## config.mk

```make
export PLATFORM = sky130hd
export DESIGN_NAME = bin_to_bcd_seq
export DESIGN_NICKNAME = d
export VERILOG_FILES = /design/src/rtl/bcd_pkg.sv /design/src/rtl/bcd_digit_adj.sv /design/src/rtl/bin_to_bcd_seq.sv
export SDC_FILE = /design/constraint.sdc
export NUM_CORES = 1
export LEC_CHECK = 0
export ABC_CLOCK_PERIOD_IN_PS = 4760
export BUFFER_PORTS_ARGS = -buffer_cell sky130_fd_sc_hd__buf_2
export CAP_MARGIN = 20
export CORE_AREA = 3 3 112 114
export DETAILED_ROUTE_END_ITERATION = 12
export DIE_AREA = 0 0 115 117
export PLACE_DENSITY = 0.43
export REMOVE_ABC_BUFFERS = 1
export SETUP_SLACK_MARGIN = 0.1
export SYNTH_ARGS = -nofsm -noshare
export SYNTH_HDL_FRONTEND = slang
export SYNTH_SLANG_ARGS = --single-unit
```

## constraint.sdc

```tcl
create_clock -name clk -period 4.76 [get_ports clk]
set_clock_uncertainty 0.05 [all_clocks]
set_input_delay 0.238 -clock clk [delete_from_list [all_inputs] [get_ports clk]]
set_output_delay 0.238 -clock clk [all_outputs]
set_load 0.01 [all_outputs]
```

## src/rtl/bcd_pkg.sv

```systemverilog
// rtl/bcd_pkg.sv - shared types, constants and helpers for the binary-to-BCD converter
package bcd_pkg;

    typedef enum logic {
        IDLE  = 1'b0,
        SHIFT = 1'b1
    } state_t;

    localparam int DIGIT_W = 4;
    localparam logic [DIGIT_W-1:0] DASH_NIBBLE = 4'hF;

    // Largest value that fits in the given number of decimal digits.
    function automatic longint unsigned max_val(input int digits);
        longint unsigned p;
        p = 64'd1;
        for (int i = 0; i < digits; i++) begin
            p = p * 64'd10;
        end
        return p - 64'd1;
    endfunction

endpackage

```

## src/rtl/bcd_digit_adj.sv

```systemverilog
// rtl/bcd_digit_adj.sv - double-dabble digit correction: add 3 to any nibble >= 5
module bcd_digit_adj
    import bcd_pkg::*;
(
    input  logic [DIGIT_W-1:0] din,
    output logic [DIGIT_W-1:0] dout
);

    assign dout = (din >= DIGIT_W'(5)) ? din + DIGIT_W'(3) : din;

endmodule

```

## src/rtl/bin_to_bcd_seq.sv

```systemverilog
// rtl/bin_to_bcd_seq.sv - sequential shift-add-3 binary-to-BCD converter, one bit per clock
module bin_to_bcd_seq
    import bcd_pkg::*;
#(
    parameter int BIN_W  = 14,
    parameter int DIGITS = 4
) (
    input  logic                    clk,
    input  logic                    rst_n,
    input  logic                    start,
    input  logic [BIN_W-1:0]        bin_in,
    output logic                    busy,
    output logic                    done,
    output logic [DIGIT_W*DIGITS-1:0] bcd_out,
    output logic                    overflow
);

    localparam int BCD_W = DIGIT_W * DIGITS;
    localparam int SR_W  = BCD_W + BIN_W;
    localparam int CNT_W = $clog2(BIN_W + 1);
    localparam longint unsigned MAX_VAL = max_val(DIGITS);
    localparam logic [BCD_W-1:0] DASH_WORD = {DIGITS{DASH_NIBBLE}};

    state_t           state;
    logic [SR_W-1:0]  sreg;
    logic [CNT_W-1:0] count;
    logic             ovf_pend;
    logic [BCD_W-1:0] adj_bcd;
    logic [SR_W:0]    next_sreg;
    logic             ovf_final;

    for (genvar i = 0; i < DIGITS; i++) begin : g_adj
        bcd_digit_adj u_adj (
            .din  (sreg[BIN_W + i*DIGIT_W +: DIGIT_W]),
            .dout (adj_bcd[i*DIGIT_W +: DIGIT_W])
        );
    end

    // Bit SR_W is what falls off the top of the BCD field; only out-of-range
    // inputs can produce it, so folding it into the overflow flag is a no-op
    // for valid values and keeps the flag self-consistent.
    assign next_sreg = {adj_bcd, sreg[BIN_W-1:0], 1'b0};
    assign ovf_final = ovf_pend | next_sreg[SR_W];

    always_ff @(posedge clk or negedge rst_n) begin
        if (!rst_n) begin
            state    <= IDLE;
            sreg     <= '0;
            count    <= '0;
            ovf_pend <= 1'b0;
            busy     <= 1'b0;
            done     <= 1'b0;
            bcd_out  <= '0;
            overflow <= 1'b0;
        end else begin
            done <= 1'b0;
            case (state)
                IDLE: begin
                    if (start) begin
                        sreg     <= {{BCD_W{1'b0}}, bin_in};
                        ovf_pend <= (64'(bin_in) > MAX_VAL);
                        count    <= '0;
                        busy     <= 1'b1;
                        state    <= SHIFT;
                    end
                end
                SHIFT: begin
                    sreg     <= next_sreg[SR_W-1:0];
                    count    <= count + CNT_W'(1);
                    ovf_pend <= ovf_final;
                    if (count == CNT_W'(BIN_W - 1)) begin
                        bcd_out  <= ovf_final ? DASH_WORD : next_sreg[SR_W-1:BIN_W];
                        overflow <= ovf_final;
                        done     <= 1'b1;
                        busy     <= 1'b0;
                        state    <= IDLE;
                    end
                end
                default: state <= IDLE;
            endcase
        end
    end

endmodule

```

==> metrics list, run 1 <==
- Result of the run: completed
* Sequential cell area in the final layout: 1380 um^2
- The H-tree generated during clock tree synthesis spans 2 levels.
- Clock root cell: sky130_fd_sc_hd__clkbuf_16
- Routability-driven placement finished with a final weighted congestion of 0.676.
- Die span in y: 117 um
* Fillers: 1232
* Leading cell type in the layout, fill and taps excluded: sky130_fd_sc_hd__dfrtp_1
- In this run the remaining antenna-violating nets after routing total 0.
- The final-report max-slew violation count came to 0.
- Max transition margin: 37.5%
* Vias: 1944
* Average footprint of a synthesized cell: 10.4 um^2
* Remaining Overflow, GRT: 0
- Largest net degree at the start of global routing: 56
* Number of primary I/O pins: 36
- Maximum fanout count along the critical path: 24
* Register bit total from synthesis: 55
- VDD sags by at most 0.000155 V.
- Average routed wire per standard cell: 13.7 um
- Total Die Area: 13500 um^2
- Worst R2R Path Depth: 5
* Antenna Cells: 0
- Drc violations: 0
* Layout cells sized above 1: 16.5%
* Net count reported at finish: 312
* Number of search-and-repair iterations in the first detailed-routing pass: 4
- Standby leakage power: 1.39 nW
* Flip-flop cell with the highest count after synthesis: sky130_fd_sc_hd__dfrtp_1
- Placeable Area: 11500 um^2
- Of the synthesized area, sequential elements account for 52.0%.
- Via count normalized by instance count: 4.54
- The number of global-route vias before repair is 1895.
- Total Routed Length: 5850 um
- Clock tree from TritonCTS: yes
- Compared with the post-synthesis result, the final layout area differs by 16.6%.
* Post-CTS setup-driven buffer insertion count: 0
* Share of the clock period used by the worst path after layout: 47.4%
* Clock latency reported for the late side of the worst-skew pair: 0.29 ns
- The number of hold violations in the final report was 0.
- Row count: 39
- Setup slack after layout: 2.51 ns
* # hold bufs at CTS: 0
- The first global-routing pass estimated 9740 um of wire.
- Post-CTS resize count: 0
- Tightest Pin Transition: 0.937 ns
- Most used cells in the layout excluding fill and tap cells: sky130_fd_sc_hd__dfrtp_1, sky130_fd_sc_hd__buf_2, sky130_fd_sc_hd__nand2_1
* Path type of the worst setup path: reg2reg
- Count of routing violations after the opening detailed-route iteration: 78
- The worst setup path is launched from a register.
* Area of the multi-input gates: 1140 um^2
- Yosys mapped the design onto 34 distinct sky130hd cell types.
- The worst setup path is captured at a register.
- Counting flops with a built-in enable in the synthesized netlist gives 0.
- Num Clock Sinks: 55
* Top achievable clock speed: 444 MHz
- Clock transition at the registers of the reported paths: 0.07 ns
- Share of synthesized flip-flops with an asynchronous set or reset: 100%
- The clock passes through at most 2 buffers.
- RSZ-0062 raised after global routing: no
- The initial utilization of the core area, before any placement, comes to 23.0%.
- Overall die width: 115 um
- Final setup violation count: 0
* Worst setup slack before clock tree synthesis: 2.48 ns
- Synthesis Warnings: 0
- In this run the worst hold path is classified as in2async.
* Count of input and output buffers: 35
- Num CTS Buffers: 5
* Netlist area before placement: 2650 um^2
* Arrival @ worst endpoint: 2.38 ns
* Global-route usage over all layers: 9.16%
- MaxCap Viol Count: 0
- Final critical delay including setup and external delays: 2.25 ns
- Count of mapped cells out of synthesis: 255
- At the worst endpoint, the required time is 4.88 ns.
- Final HPWL DP: 3940 um
- For this design the ratio of total power to cell area is 656 nW/um^2.
- Final TNS setup: 0 ns
* Antenna violations before repair: 0
==> cell usage after synthesis (all sizes together) (3+ instances only) <==
master / number / area share (%)
inv: 15 / 2.1
nor3: 4 / 0.76
buf: 11 / 2.4
dfrtp: 55 / 52
a21oi: 13 / 2.5
a21o: 8 / 2.3
and3: 4 / 0.95
xnor2: 5 / 1.7
ha: 10 / 4.7
nand2: 32 / 4.5
nand3: 3 / 0.57
nor3b: 5 / 1.6
nor2: 13 / 1.8
o22ai: 8 / 1.9
o22a: 13 / 4.3
o21ai: 19 / 3.6
a31oi: 3 / 0.71
clkbuf: 3 / 0.43
nand2b: 4 / 0.95
mux2i: 18 / 6.8
==> layer usage <==
layer	wire, um	global-route usage [%]	vias up
met2	2590	14.2	37
li1	-	-	956
met1	2920	13.0	946
met4	53	2.35	0
met3	284	2.06	5
met5	0	0	-
==> state kept, by name, indices dropped and copies added (netlist names) <==
signal    flops
overflow      1
state         1
sreg         30
bcd_out      16
count         4
ovf_pend      1
busy          1
done          1
==> stage by stage <==
stage | util, % | power [W] | area (um^2) | cells | hold WS (ns)
after floorplan | - | 0.00142 | 2570 | 241 | -0.108
after global placement | 25.5 | 0.00167 | 2940 | 421 | 0.387
after detailed placement | 25.5 | 0.00169 | 2940 | 421 | 0.389
after CTS | 26.8 | 0.00206 | 3090 | 428 | 0.0766
after global routing | 26.8 | 0.00222 | 3090 | 428 | 0.111
final | 26.8 | 0.00202 | 3090 | 428 | 0.0358
==> cell type report <==
| type | count | area share, % |
|---|---|---|
| inverters | 15 | 1.82 |
| flip-flops and latches | 55 | 44.6 |
| well taps | 143 | 5.80 |
| clock inverters | 1 | 0.162 |
| repair buffers | 37 | 6.16 |
| clock buffers | 6 | 4.50 |
| multi-input cells | 171 | 36.9 |
==> logic make-up after synthesis <==
group | Yosys count | synth area share (%)
fa+ha+maj | 10 | 4.73
mux | 18 | 6.81
xor+xnor | 6 | 1.99
buf+inv | 29 | 4.92
compound gates | 69 | 16.7
simple gates | 68 | 12.8
flops | 55 | 52.0
==> path summary, 6_finish.rpt <==
| kind | startpoint | to | slack, ns |
|---|---|---|---|
| max in group asynchronous | rst_n | sreg[15] | 4.16 |
| min reg2reg | sreg[10] | sreg[11] | 0.44 |
| max reg2reg | count[1] | bcd_out[1] | 2.51 |
| min | rst_n | sreg[21] | 0.04 |
| max | count[1] | bcd_out[1] | 2.51 |
| min in group clk | bin_in[0] | sreg[0] | 0.15 |
==> critical path, cell delays in order, from the launching register on <==
cell	delay [ns]
sky130_fd_sc_hd__dfrtp_1	0.41
sky130_fd_sc_hd__inv_1	0.06
sky130_fd_sc_hd__ha_1	0.13
sky130_fd_sc_hd__and4_1	0.82
sky130_fd_sc_hd__nand4bb_4	0.38
sky130_fd_sc_hd__o22a_1	0.29
==> report_power, final <==
group          internal [W]  switching [W]  leakage, nW
sequential         0.000666       0.000146        0.645
combinational      0.000395       0.000452        0.672
clock              0.000206       0.000160       0.0727
Power figures use the tool's default switching activity.
==> inputs of run 2 (changes only) <==
--- a/config.mk
+++ b/config.mk
@@ -5,12 +5,13 @@
 export SDC_FILE = /design/constraint.sdc
 export NUM_CORES = 1
 export LEC_CHECK = 0
-export ABC_CLOCK_PERIOD_IN_PS = 4760
+export ABC_AREA = 1
+export ABC_CLOCK_PERIOD_IN_PS = 2300
 export BUFFER_PORTS_ARGS = -buffer_cell sky130_fd_sc_hd__buf_2
 export CAP_MARGIN = 20
-export CORE_AREA = 3 3 112 114
+export CORE_AREA = 3 3 114 116
 export DETAILED_ROUTE_END_ITERATION = 12
-export DIE_AREA = 0 0 115 117
+export DIE_AREA = 0 0 117 119
 export PLACE_DENSITY = 0.43
 export REMOVE_ABC_BUFFERS = 1
 export SETUP_SLACK_MARGIN = 0.1
==> constraint.sdc (replaced) <==
create_clock -name clk -period 2.3 [get_ports clk]
set_clock_uncertainty 0.05 [all_clocks]
set_input_delay 0.115 -clock clk [delete_from_list [all_inputs] [get_ports clk]]
set_output_delay 0.115 -clock clk [all_outputs]
set_load 0.01 [all_outputs]
==> run 2 against run 1 <==
Final cell count increased by 21%. Sequential cell count unchanged. Non-clock buffer count increased by 9. Largest cell class unchanged. Global-route usage increased by 0.74 points. Count of clock-buffer cells in the layout increased by 2. Sequential share of layout area decreased by 2.8 points. Critical path type unchanged. Synthesized cell count increased by 28%. Worst hold slack got worse by 0.032 ns. Worst setup slack got worse by 1.9 ns. Die area increased by 3.5%.
==> metrics list, run 2 <==
* Result of the run: completed
* Power density over the cells: 1370 nW/um^2
- Num CTS Buffers: 5
* Placement-stage cell area: 3080 um^2
* Maximum fanout count along the critical path: 27
- H-tree Lvls: 2
- Net count reported at finish: 397
* Count of routing violations after the opening detailed-route iteration: 82
- Summing all non-filler instances in the final layout gives an area of 3290 um^2.
- Compared with the post-synthesis result, the final layout area differs by 19.9%.
* Area share of the largest cell type after synthesis: 50.1%
- The total overflow left after global routing is 0.
* Final setup violation count: 0
- The synthesized design spends more area on one cell type than any other, namely sky130_fd_sc_hd__dfrtp_1.
- Delay of the slowest critical-path stage: 0.43 ns
- Initial standard-cell utilization of the core: 22.9%
- Counting flops with a built-in enable in the synthesized netlist gives 0.
- Global-route usage over all layers: 9.89%
* Total Routed Length: 6460 um
* Flip-flop count of the largest register, all copies and words added: 30
* Most used cells in the layout excluding fill and tap cells: sky130_fd_sc_hd__nand2_1, sky130_fd_sc_hd__dfrtp_1, sky130_fd_sc_hd__nand3_1
- The region available for standard cell placement spans 12000 um^2.
- Sequential-to-total area share from yosys stat: 50.1%
- CTS placed an instance of sky130_fd_sc_hd__clkbuf_16 at the clock tree root.
- After synthesis, the share of flip-flops with an asynchronous set or reset is 100%.
- Flip-flop cell with the highest count after synthesis: sky130_fd_sc_hd__dfrtp_1
- Largest net degree at the start of global routing: 32
* Total Die Area: 13900 um^2
- Final TNS setup: 0 ns
- More flip-flops sit in one register than any other, and that register is sreg.
- Clock tree from TritonCTS: yes
* Number of search-and-repair iterations in the first detailed-routing pass: 6
- Drc violations: 0
- The number of different library cells used by synthesis comes to 28.
* Final HPWL DP: 4550 um
* Cell chain of the critical path: ha_1, nand4_2, clkinv_2, nand2_4, nand3_1
* Max Root-Sink Buffers: 2
- In this run the count of I/O pins placed on the die edge is 36.
- RSZ-0062 raised after global routing: no
* Total count of max-transition violations in the final report: 0
- Clock latency on the worst-skew pair, taken at its later pin, is 0.29 ns.
* Arrival @ worst endpoint: 1.78 ns
- Antenna violations before repair: 0
- MaxCap Viol Count: 0
* Average routed wire per standard cell: 12.5 um
- Global-route wire length before repair: 10900 um
* Leading cell type by number of instances after synthesis: sky130_fd_sc_hd__nand2_1
- The routed layout has 2264 vias.
- Share of the clock period used by the worst path after layout: 72.5%
- Standby leakage power: 1.61 nW
- After synthesis the cells add up to 2750 um^2.
- At the pin with the least slew margin, the transition time is 0.628 ns.
* Layout cells sized above 1: 16.2%
- The average instance in the mapped netlist occupies 8.40 um^2.
* Ranking of synthesized cells by area: sky130_fd_sc_hd__dfrtp_1, sky130_fd_sc_hd__nand2_1, sky130_fd_sc_hd__nand3_1
- In this run the core area contains 40 standard-cell rows.
- Measured against its own limit, the worst slew margin works out to 58.2%.
- Weighted congestion at the end of routability-driven global placement: 0.765
- 0 antenna diodes ended up in the layout.
- The Yosys step of the flow raised 0 warnings.
* Count of input and output buffers: 35
* Startpoint types: register
* Final-report hold violation count: 0
* Req. time, crit path: 2.41 ns
* Overall die width: 117 um
* Crit path max-delay cell type: sky130_fd_sc_hd__dfrtp_1
- In the routed layout, each cell is associated on average with a via count of 4.37.
* Most frequent cells after synthesis: sky130_fd_sc_hd__nand2_1, sky130_fd_sc_hd__dfrtp_1, sky130_fd_sc_hd__nand3_1
- In the final layout, the registers with the most flip-flops are sreg (30), bcd_out (16), count (4).
* Vias in the first global route: 2209
- In this run the vertical extent of the chip is 119 um.
- Static timing analysis puts the maximum clock frequency at 600 MHz.
- Count of mapped cells out of synthesis: 327
- STA classifies the critical path endpoint as a register.
- The tree built by TritonCTS fans out to 55 sinks.
- Path class of the lowest-slack min-delay path: in2reg
- Number of nets with antenna violations after detailed routing: 0
- Path type of the worst setup path: reg2reg
* Leading cell type in the layout, fill and taps excluded: sky130_fd_sc_hd__nand2_1
- After clock tree synthesis, the clock-pin slew on the worst setup and hold paths is 0.07 ns.
* Final critical delay including setup and external delays: 1.67 ns
* Max IR drop VDD: 0.000363 V
- Register bit total from synthesis: 55
* Post-CTS resize count: 0
-- run 2: cell types whose count changed in the layout (fill, tap and decap cells not counted), sizes merged, moves of 10 or more --
cell / change
nor2: +24
nand4: +10
o22a: -13
nand2: +51
nand3: +38
inv: +22
a21oi: -10
mux2i: -18
-- run 2: kinds of logic (layout without fill, tap and decap cells) --
family          after synthesis  after routing  synth area share, %
simple gates                171            171                 27.5
flops                        55             55                 50.1
buf+inv                      48             92                 8.11
compound gates               43             43                 9.75
fa+ha+maj                    10             10                 4.56
-- run 2: what timing repair did --
| action | 4_1_cts | 5_1_grt |
|---|---|---|
| hold buffers | 6 | 0 |
| setup buffers | 0 | 0 |
| endpoints found under the hold margin | 29 | 0 |
| setup endpoints to repair | 0 | 0 |
-- run 2: per-stage QoR --
stage          std cells  hold WS [ns]  util, %  total power (W)  worst slack [ns]
2_1_floorplan        317        -0.231        -          0.00309             0.401
3_3_place_gp         504         0.134     25.6          0.00377             0.673
3_5_place_dp         504         0.128     25.6          0.00376             0.622
4_1_cts              518      0.000229     27.4          0.00460             0.605
5_1_grt              518        0.0188     27.4          0.00500             0.483
6_report             518       0.00386     27.4          0.00452             0.633
-- run 2: final cells by class --
type / count / area [um^2]
Fill cell: 1307 / 8720
Sequential cell: 55 / 1380
Multi-Input combinational cell: 224 / 1150
Timing Repair Buffer: 46 / 285
Tap cell: 147 / 184
Clock buffer: 8 / 156
Inverter: 38 / 144
-- run 2: layer usage --
metal | share of wire (%) | vias to the layer above | global-route usage (%)
li1 | - | 1161 | -
met3 | 5.0 | 7 | 2.49
met2 | 45 | 51 | 15.5
met4 | 1.4 | 0 | 3.01
met5 | 0 | - | 0
met1 | 48 | 1045 | 13.4
-- run 2: critical path: cells and delay by family, from the launching register on --
kind,cells,cell delay [ns]
AND/OR/NAND/NOR,3,0.50
flip-flops,1,0.43
buffers and inverters,1,0.34
adder cells (fa/ha/maj),1,0.22
-- run 2: worst paths after layout --
kind                       slack, ns          to  depth (start not counted)      start
max                             0.63  bcd_out[3]                          5   count[0]
min                            0.004     sreg[9]                          3  bin_in[9]
max reg2reg                     0.63  bcd_out[3]                          5   count[0]
min reg2reg                     0.44     sreg[0]                          2    sreg[0]
max in group asynchronous       1.29  bcd_out[5]                          3      rst_n
min in group asynchronous       0.31     sreg[9]                          2      rst_n
-- run 2: power breakdown --
group	internal [W]	total, W	switching [W]
Combinational	0.000745	0.00201	0.00127
Sequential	0.00141	0.00170	0.000287
Clock	0.000465	0.000808	0.000343
Total	0.00262	0.00452	0.00190
==> inputs of run 3 (changes only) <==
--- a/config.mk
+++ b/config.mk
@@ -5,14 +5,14 @@
 export SDC_FILE = /design/constraint.sdc
 export NUM_CORES = 1
 export LEC_CHECK = 0
-export ABC_AREA = 1
-export ABC_CLOCK_PERIOD_IN_PS = 2300
+export ABC_AREA = 0
+export ABC_CLOCK_PERIOD_IN_PS = 1400
 export BUFFER_PORTS_ARGS = -buffer_cell sky130_fd_sc_hd__buf_2
 export CAP_MARGIN = 20
-export CORE_AREA = 3 3 114 116
+export CORE_AREA = 3 3 112 114
 export DETAILED_ROUTE_END_ITERATION = 12
-export DIE_AREA = 0 0 117 119
-export PLACE_DENSITY = 0.43
+export DIE_AREA = 0 0 115 117
+export PLACE_DENSITY = 0.44
 export REMOVE_ABC_BUFFERS = 1
 export SETUP_SLACK_MARGIN = 0.1
 export SYNTH_ARGS = -nofsm -noshare
==> constraint.sdc (replaced) <==
create_clock -name clk -period 1.4 [get_ports clk]
set_clock_uncertainty 0.05 [all_clocks]
set_input_delay 0.07 -clock clk [delete_from_list [all_inputs] [get_ports clk]]
set_output_delay 0.07 -clock clk [all_outputs]
set_load 0.01 [all_outputs]
==> run 3 against run 2 <==
The flow now finishes with violations (negative setup slack). Non-clock buffer count increased by 36. Routed wire length increased by 2.7%. Combinational power increased by 130%. Core utilization increased by 5.7 points. Maximum frequency increased by 3.7%. First-iteration DRC count decreased by 24%. Sequential share of layout area decreased by 5.7 points. Largest power group unchanged.
==> metrics list, run 3 (same netlist as run 1, synthesis figures left out) <==
- Initial standard-cell utilization of the core: 23.0%
- Cell chain of the critical path: ha_4, nand2b_4, nor3b_4, nand4bb_4, buf_6, o22a_1
- Entering global routing, the biggest net connects 56 pins.
- The register with the most flip-flops in the layout has 30 of them.
- H-tree Lvls: 2
- Cells fill 33.1% of the core in the end.
- In this run the register-to-register setup slack is -0.21 ns.
- Worst Setup SP: sreg[26]
* Syn-to-layout area delta: 44.1%
* Origin of the worst min-delay path: bin_in[1]
- Tightest Pin Transition: 0.442 ns
* Top achievable clock speed: 622 MHz
- The later pin in the worst-skew pair is clocked with a latency of 0.30 ns.
- Most used cells in the layout excluding fill and tap cells: sky130_fd_sc_hd__dfrtp_1, sky130_fd_sc_hd__buf_2, sky130_fd_sc_hd__buf_4
* Global-route usage over all layers: 10.5%
- STA classifies the critical path endpoint as a register.
- sreg holds more flip-flops than any other register.
- Number of nets with antenna violations after detailed routing: 0
- Clock transition at the registers of the reported paths: 0.07 ns
- The die covers 13500 um^2.
- Across the VDD grid, the largest voltage drop is 0.000688 V.
- The number of antenna diodes in the final layout is 0.
- Violations in the final reports: negative setup slack
* Vias in the first global route: 2193
* Req. time, crit path: 1.53 ns
- The layout has 1185 filler cells.
- Maximum fanout count along the critical path: 5
* Max Root-Sink Buffers: 2
- Overall die width: 115 um
* Clock root cell: sky130_fd_sc_hd__clkbuf_16
* Drc violations: 0
- Count of routing violations after the opening detailed-route iteration: 62
* Placeable Area: 11500 um^2
* Weighted congestion at the end of routability-driven global placement: 0.707
- Row count: 39
- Die span in y: 117 um
- Max-cap violations in this run came to 0.
- Vias: 2084
- Using the TritonRoute via totals, the vias-per-cell ratio works out to 4.40.
- Standby leakage power: 1.69 nW
- Leading cell type in the layout, fill and taps excluded: sky130_fd_sc_hd__dfrtp_1
* Critical register-to-register path endpoint: bcd_out[9]
- Final critical delay including setup and external delays: 1.61 ns
* Number of search-and-repair iterations in the first detailed-routing pass: 4
* Share of the clock period used by the worst path after layout: 115%
- Count of input and output buffers: 35
* Global-route wire length before repair: 11000 um
- Num CTS Buffers: 5
* Result of the run: finished with violations
- At the placement stage, the worst setup path has a slack of -0.291 ns.
- Clock tree synthesis found a total of 55 sinks.
* Startpoint types: register
- For this run the aggregate overflow at the end of global routing stands at 0.
- The completed layout was analyzed and its total power is 0.00900 W.
- In the final layout, the registers with the most flip-flops are sreg (30), bcd_out (16), count (4).
- The largest individual stage delay along the critical path comes from the cell sky130_fd_sc_hd__dfrtp_1.
- Max transition margin: 70.2%
- Arrival @ worst endpoint: 1.74 ns
- Net count reported at finish: 357
- Counting instances, the worst hold path has a depth of 3.
- The critical path in this run is classified as reg2reg.
* Number of placed instances with taps included: 453
- In this run the power density over the cells is 2360 nW/um^2.
- Delay of the slowest critical-path stage: 0.43 ns
* RSZ-0062 raised after global routing: yes
- Final HPWL DP: 4580 um
- Layout cells sized above 1: 41.1%
* Total count of max-transition violations in the final report: 0
* Final-report hold violation count: 0
- Final setup violation count: 25
- Startpoint of the worst-slack reg-to-reg timing path: sreg[26]
- The routed design has 6630 um of wire.
* Worst Hold End: sreg[1]
- Clock tree from TritonCTS: yes
- Non-filler instance count after layout: 474
* Setup slack after layout: -0.207 ns
* Worst R2R Path Depth: 6
* Antenna violations before repair: 0
- In this run the count of I/O pins placed on the die edge is 36.
* Path class of the lowest-slack min-delay path: in2reg
- In the final routed layout, each cell accounts on average for 14.0 um.
run 3: changes by cell type in the layout (fill, tap and decap cells not counted), moves of 10 or more:
| cell | previous run | this run |
|---|---|---|
| sky130_fd_sc_hd__inv_1 | 34 | 7 |
| sky130_fd_sc_hd__nor2_1 | 36 | 11 |
| sky130_fd_sc_hd__mux2i_1 | 0 | 16 |
| sky130_fd_sc_hd__nand2_1 | 80 | 32 |
| sky130_fd_sc_hd__o22a_1 | 0 | 13 |
| sky130_fd_sc_hd__buf_4 | 4 | 35 |
| sky130_fd_sc_hd__nand3_1 | 40 | 3 |
| sky130_fd_sc_hd__ha_1 | 10 | 0 |
run 3: timing repair:
action	in CTS	in global routing
cloned	0	0
hold buffers	2	0
resized for setup	54	22
endpoints found under the hold margin	56	0
pin swaps	24	2
buffers inserted	10	1
endpoints found under the setup margin	36	36
run 3: worst max path at each step:
stage | to | slack (ns) | cells past startpoint
final | bcd_out[9] | -0.21 | 6
after global routing | bcd_out[2] | -0.29 | 7
after CTS | bcd_out[2] | -0.19 | 7
after detailed placement | bcd_out[2] | -0.29 | 6
after global placement | bcd_out[1] | -0.26 | 6
after floorplan | bcd_out[0] | -0.96 | 3
run 3: worst max-delay path: cells and delay by family, from the launching register on:
family / cells / cell delay, ns
flip-flops: 1 / 0.43
AND/OR/NAND/NOR: 3 / 0.52
adder cells (fa/ha/maj): 1 / 0.18
AO/OA/AOI/OAI: 1 / 0.15
buffers and inverters: 1 / 0.16
run 3: layout make-up:
class                      count  area [um^2]  area share (%)
clock buffer                   6          139            3.64
multi-input combinational    171         1420            37.3
sequential                    55         1380            36.1
clock inverter                 2         35.0           0.919
tap                          143          179            4.69
timing repair buffer          82          606            15.9
inverter                      15         56.3            1.48
run 3: metrics by stage:
stage | cell area, um^2 | hold WS [ns] | setup TNS (ns)
floorplan | 2570 | -0.276 | -24.40
global placement | 3210 | 0.0500 | -4.93
detailed placement | 3210 | 0.0480 | -5.63
CTS | 3710 | 0.00934 | -3.23
global route | 3810 | 0.0207 | -5.95
finish | 3810 | 0.0159 | -3.67
run 3: power by group:
part           switching (W)  total [W]  internal, W
clock               0.000580    0.00147     0.000891
combinational        0.00212    0.00470      0.00257
sequential          0.000565    0.00283      0.00226
run 3: per-layer routing:
metal | up-vias | global-route usage [%] | wire length, um
met5 | - | 0 | 0
met4 | 0 | 3.60 | 86
met3 | 7 | 3.19 | 289
met2 | 42 | 16.7 | 3240
met1 | 993 | 13.7 | 3020
li1 | 1042 | - | -
